<file path="src/rtl/instruction_fetch_unit.sv">
// Instruction fetch unit: owns the fetch PC, issues word addresses to a
// one-cycle-latency instruction memory, buffers returned words in a small
// FIFO and hands {pc, instr, fault} to decode over valid/ready.
module instruction_fetch_unit #(
    parameter logic [31:0] RESET_PC  = 32'h0000_0000,
    parameter logic [31:0] PC_STEP   = 32'd1,
    parameter int unsigned MEM_SIZE  = 1024,
    parameter int unsigned BUF_DEPTH = 2
) (
    input  logic        clk,
    input  logic        reset,
    input  logic        fetch_en,
    output logic [31:0] imem_addr,
    input  logic [31:0] imem_data,
    input  logic        redirect_valid,
    input  logic [31:0] redirect_pc,
    output logic        out_valid,
    input  logic        out_ready,
    output logic [31:0] out_instr,
    output logic [31:0] out_pc,
    output logic        out_fault
);

    localparam int unsigned PtrW = (BUF_DEPTH > 1) ? $clog2(BUF_DEPTH) : 1;
    localparam int unsigned CntW = $clog2(BUF_DEPTH + 1);

    typedef enum logic [1:0] {StIdle, StRun, StFault} state_e;

    state_e            state_q, state_d;
    logic [31:0]       fetch_pc_q, fetch_pc_d;

    // Single in-flight fetch: the address issued last cycle, awaiting imem_data.
    logic              inflight_valid_q;
    logic [31:0]       inflight_pc_q;
    logic              inflight_fault_q;

    logic [31:0]       buf_instr_q [BUF_DEPTH];
    logic [31:0]       buf_pc_q    [BUF_DEPTH];
    logic              buf_fault_q [BUF_DEPTH];
    logic [PtrW-1:0]   rd_ptr_q, rd_ptr_d;
    logic [PtrW-1:0]   wr_ptr_q, wr_ptr_d;
    logic [CntW-1:0]   count_q, count_d;

    logic              pop;
    logic              push;
    logic              issue;
    logic              permitted;
    logic              pc_in_range;
    logic [31:0]       occupancy;

    assign imem_addr = fetch_pc_q;
    assign out_valid = (count_q != '0);
    assign out_instr = buf_instr_q[rd_ptr_q];
    assign out_pc    = buf_pc_q[rd_ptr_q];
    assign out_fault = buf_fault_q[rd_ptr_q];

    // Handshake, space accounting and FSM next state.
    always_comb begin
        pop         = out_valid & out_ready;
        // A redirect drops the returning word instead of buffering it.
        push        = inflight_valid_q & ~redirect_valid;
        // Entries that will be occupied once the in-flight word lands.
        occupancy   = 32'(count_q) + 32'(inflight_valid_q) - 32'(pop);
        permitted   = occupancy < BUF_DEPTH;
        pc_in_range = fetch_pc_q < MEM_SIZE;

        state_d = state_q;
        issue   = 1'b0;
        unique case (state_q)
            StIdle: begin
                if (fetch_en && pc_in_range) begin
                    state_d = StRun;
                end
            end
            StRun: begin
                if (!fetch_en) begin
                    state_d = StIdle;
                end else if (permitted) begin
                    issue = 1'b1;
                    // The out-of-range address goes out exactly once, then fetching stops.
                    if (!pc_in_range) begin
                        state_d = StFault;
                    end
                end
            end
            StFault: begin
                state_d = StFault;
            end
            default: begin
                state_d = StIdle;
            end
        endcase

        if (redirect_valid) begin
            issue   = 1'b0;
            state_d = fetch_en ? StRun : StIdle;
        end
    end

    // Fetch PC and FIFO pointer/count next state.
    always_comb begin
        fetch_pc_d = fetch_pc_q;
        rd_ptr_d   = rd_ptr_q;
        wr_ptr_d   = wr_ptr_q;
        count_d    = count_q;

        if (redirect_valid) begin
            fetch_pc_d = redirect_pc;
            rd_ptr_d   = '0;
            wr_ptr_d   = '0;
            count_d    = '0;
        end else begin
            if (issue) begin
                fetch_pc_d = fetch_pc_q + PC_STEP;
            end
            if (push) begin
                wr_ptr_d = (wr_ptr_q == PtrW'(BUF_DEPTH - 1)) ? '0 : wr_ptr_q + PtrW'(1);
            end
            if (pop) begin
                rd_ptr_d = (rd_ptr_q == PtrW'(BUF_DEPTH - 1)) ? '0 : rd_ptr_q + PtrW'(1);
            end
            if (push && !pop) begin
                count_d = count_q + CntW'(1);
            end else if (!push && pop) begin
                count_d = count_q - CntW'(1);
            end
        end
    end

    // Control state: FSM, fetch PC, in-flight tracker, FIFO pointers.
    always_ff @(posedge clk) begin
        if (!reset) begin
            state_q          <= StIdle;
            fetch_pc_q       <= RESET_PC;
            inflight_valid_q <= 1'b0;
            inflight_pc_q    <= '0;
            inflight_fault_q <= 1'b0;
            rd_ptr_q         <= '0;
            wr_ptr_q         <= '0;
            count_q          <= '0;
        end else begin
            state_q          <= state_d;
            fetch_pc_q       <= fetch_pc_d;
            inflight_valid_q <= issue;
            inflight_pc_q    <= fetch_pc_q;
            inflight_fault_q <= ~pc_in_range;
            rd_ptr_q         <= rd_ptr_d;
            wr_ptr_q         <= wr_ptr_d;
            count_q          <= count_d;
        end
    end

    // FIFO storage; cleared on reset so the head outputs read zero.
    always_ff @(posedge clk) begin
        if (!reset) begin
            for (int i = 0; i < int'(BUF_DEPTH); i++) begin
                buf_instr_q[i] <= '0;
                buf_pc_q[i]    <= '0;
                buf_fault_q[i] <= 1'b0;
            end
        end else if (push) begin
            buf_instr_q[wr_ptr_q] <= imem_data;
            buf_pc_q[wr_ptr_q]    <= inflight_pc_q;
            buf_fault_q[wr_ptr_q] <= inflight_fault_q;
        end
    end

endmodule

</file>
<file path="config.mk">
export PLATFORM = sky130hd
export DESIGN_NAME = instruction_fetch_unit
export DESIGN_NICKNAME = d
export VERILOG_FILES = /design/src/rtl/instruction_fetch_unit.sv
export SDC_FILE = /design/constraint.sdc
export NUM_CORES = 1
export LEC_CHECK = 0
export ABC_AREA = 1
export CAP_MARGIN = 5
export CORE_MARGIN = 2
export CORE_UTILIZATION = 41
export DETAILED_ROUTE_END_ITERATION = 10
export SLEW_MARGIN = 40
export SYNTH_ARGS = -nofsm -noshare
export SYNTH_HDL_FRONTEND = slang
export SYNTH_SLANG_ARGS = --single-unit
</file>
<file path="constraint.sdc">
create_clock -name clk -period 3.27 [get_ports clk]
set_input_delay 0.4905 -clock clk [delete_from_list [all_inputs] [get_ports clk]]
set_output_delay 0.4905 -clock clk [all_outputs]
set_load 0.05 [all_outputs]
</file>
==> results by group <==
Floorplanning
  – Die Y: 154 µm
  – Die ar.: 0.0238 mm²
  – Rows: 54
  – Die Wd: 154 µm
  – Io pins: 167
  – Core Region: 0.0220 mm²
  – Initial core utilization: 42.0%

STA
  – RSZ-0062 raised after global routing: no
  – Setup Viol. Count Final: 0
  – Fmax: 354 MHz
  – Normalized max-slew margin: 46.1%
  – Post-route setup slack: 0.443 ns
  – Worst-margin pin slew: 0.808 ns
  – Period utilisation layout: 86.5%
  – Min Tclk post-route: 2.83 ns
  – Worst-case clock skew: 0.0106 ns
  – Hold Vio Cnt, Final: 0
  – Pins Over Slew Limit: 0
  – TNS Setup: 0 ns

Critical path
  – Buffers & Inverters on Critical Path: 2
  – Critical path's largest stage delay: 0.72 ns
  – Startpoint Class: flop
  – Reg2reg path depth: 14
  – CP endpoint kind: output pin
  – Slowest-stage cell, CP: clkdlybuf4s50_1
  – Critical R2R Launch: count_q[0]
  – Crit path kind: flop to output pin
  – Worst-path fanout max: 66
  – Top delay family on crit path: buffers and inverters
  – Critical path required time: 2.78 ns
  – WP depth: 3
  – Cell breakdown of the critical path: buf_12, mux2_2, clkdlybuf4s50_1
  – Data arrival time of the critical path: 2.34 ns

Clock network
  – Post-CTS Setup Inserts: 0
  – CTS tree: yes
  – H-tree levels: 1
  – Root buffer cell: clkbuf_16
  – Clock sink count: 203
  – PostCTS Resize Cnt: 0
  – Clock Pin Slew Worst Setup and Hold Paths: 0.06 ns
  – # hold bufs at CTS: 0
  – Inserted Clock Buffers: 23
  – Skew-Pair Late Insertion Delay: 0.49 ns
  – Longest Clk Path Bufs: 3

Synthesis
  – Syn_nets: 1046
  – Synth Flop Type: edfxtp_1
  – Mean area per synthesized cell: 9.50 µm²
  – Cell area after synthesis: 0.00926 mm²
  – Ys Warns: 0
  – Synthesized instance count: 974
  – Post-synth EDFFs: 128
  – Netlist cell types: 41
  – Register area share after synthesis: 57.7%
  – Post-synth ARST share: 0%
  – Flops & latches, synth: 203

Finish
  – Fill count: 1973
  – Layout area overhead: 30.5%
  – Antenna cells: 0
  – Final core utilization: 54.9%
  – Share of post-route cells with drive strength above 1: 14.4%
  – # nets final: 1217

Min path
  – Worst Hold Class: flop to flop
  – Hold wc startpoint: rd_ptr_q
  – Hold depth: 1

Placed design
  – DP Worst Slack: 0.384 ns
  – DP HPWL: 15.1 mm
  – Routability Congestion: 0.889
  – Number of buffers added on ports: 166

Drt
  – Drt first pass iters: 7
  – Vias: 6926
  – Total routed wirelength: 22.4 mm
  – Antenna viol nets, final: 0
  – Initial DRC Count: 423
  – WL/cell: 15.5 µm
  – Final routed DRC violation total: 0
  – DR vias/cell: 4.81

GRT
  – Grt ovf: 0
  – Antenna violations before repair: 0
  – GR Util All Layers: 18.8%
  – Pin count of the biggest net entering global routing: 67
  – Vias in the first global route: 6867
  – First-pass GRT wire length: 35.9 mm

Power
  – Pwr Density: 518 mW/mm²
  – Worst VDD drop: 0.000330 V
  – Static leakage: 4.91 nW

Status
  – Status: finished, final reports clean

Job
  – Maxcap violations: 0
-- synthesized netlist by cell type, drive strengths merged, types with 3 or more instances --
cell,count,area share [%]
a21oi,20,1.2
a31oi,3,0.20
buf,31,1.8
clkbuf,5,0.20
dfxtp,75,16
edfxtp,128,42
inv,149,6.0
mux2,64,7.8
nand2,181,7.7
nand3,42,2.5
nand3b,3,0.24
nand4,9,0.61
nor2,196,9.2
nor3,5,0.32
o21ai,34,1.8
xnor2,4,0.38
xor2,9,0.85
-- cells in the final DEF (no fill, tap or decap), drive strengths merged, types with 4 or more instances in the layout --
cell type      count
nand4              9
nand3             42
nor2             196
inv              150
clkbuf            28
clkinv             8
bufinv             4
buf               17
clkdlybuf4s50    165
dfxtp             75
xor2               9
xnor2              4
a21oi             20
nor3               5
nand2            181
o21ai             34
mux2              64
edfxtp           128
-- layout make-up --
type	count	area (µm²)	area share, %
Tap cell	280	350	2.90
Multi-Input combinational cell	585	3190	26.4
Clock buffer	28	624	5.17
Sequential cell	203	5350	44.2
Clock inverter	13	170	1.41
Timing Repair Buffer	182	1840	15.2
Inverter	150	563	4.66
-- sequential cells by signal, summed over array words and instances, names as in the netlist, named ones only --
name and count:
inflight_fault_q 1, rd_ptr_q 1, buf_instr_q 64, count_q 2, buf_pc_q 64, inflight_pc_q 32, inflight_valid_q 1, imem_addr 32
state_q 2, wr_ptr_q 1, buf_fault_q 2
-- per-layer routing --
metal  GRT usage, %  vias to the layer above  wire [µm]
met4           4.23                        0        392
met5              0                        -          0
met2           30.8                      220       9990
met3           3.11                       32       1490
met1           26.3                     3200      10500
li1               -                     3474          -
-- power breakdown --
| group | switching, mW | internal (mW) | leakage, nW | total, mW |
|---|---|---|---|---|
| Clock | 0.986 | 1.67 | 0.394 | 2.66 |
| Sequential | 0.0758 | 2.82 | 1.94 | 2.89 |
| Combinational | 0.443 | 0.264 | 2.58 | 0.707 |
| Total | 1.50 | 4.75 | 4.91 | 6.26 |
-- cell families (layout without fill, tap and decap cells) --
| kind of cell | count (synthesis) | in the layout | synth area share (%) |
|---|---|---|---|
| simple gates | 438 | 438 | 20.6 |
| mux | 64 | 64 | 7.78 |
| fa+ha+maj | 3 | 3 | 0.487 |
| compound gates | 67 | 67 | 4.07 |
| buf+inv | 186 | 373 | 8.08 |
| xor+xnor | 13 | 13 | 1.23 |
| flops | 203 | 203 | 57.7 |
-- worst reg2reg max path, stage by stage, from the launching register on --
cell,delay [ns]
dfxtp_1,0.34
inv_1,0.09
nand2_1,0.10
nand2_1,0.07
inv_1,0.10
nand2_1,0.09
a21oi_1,0.18
fa_1,0.45
nor2_1,0.19
nand2_1,0.10
nand2_1,0.11
buf_4,0.22
o21ai_0,0.10
a21oi_1,0.12
nor2_1,0.05
-- per-stage QoR --
step           hold slack [ns]  std cells  instance area [µm²]  total power, mW
2_1_floorplan            0.422        974                 9260             3.36
3_3_place_gp             0.432       1400                11300             3.66
3_5_place_dp             0.442       1400                11300             3.66
4_1_cts                  0.444       1441                12100             6.33
5_1_grt                  0.465       1441                12100             6.49
6_report                 0.451       1441                12100             6.26
-- path summary, 6_finish.rpt --
path,endpoint,slack [ns]
max,out_pc[25],0.44
min,flop,0.45
max reg2reg,imem_addr[11],0.85
min reg2reg,flop,0.45
Note: power is estimated with default switching activity, not from simulation.
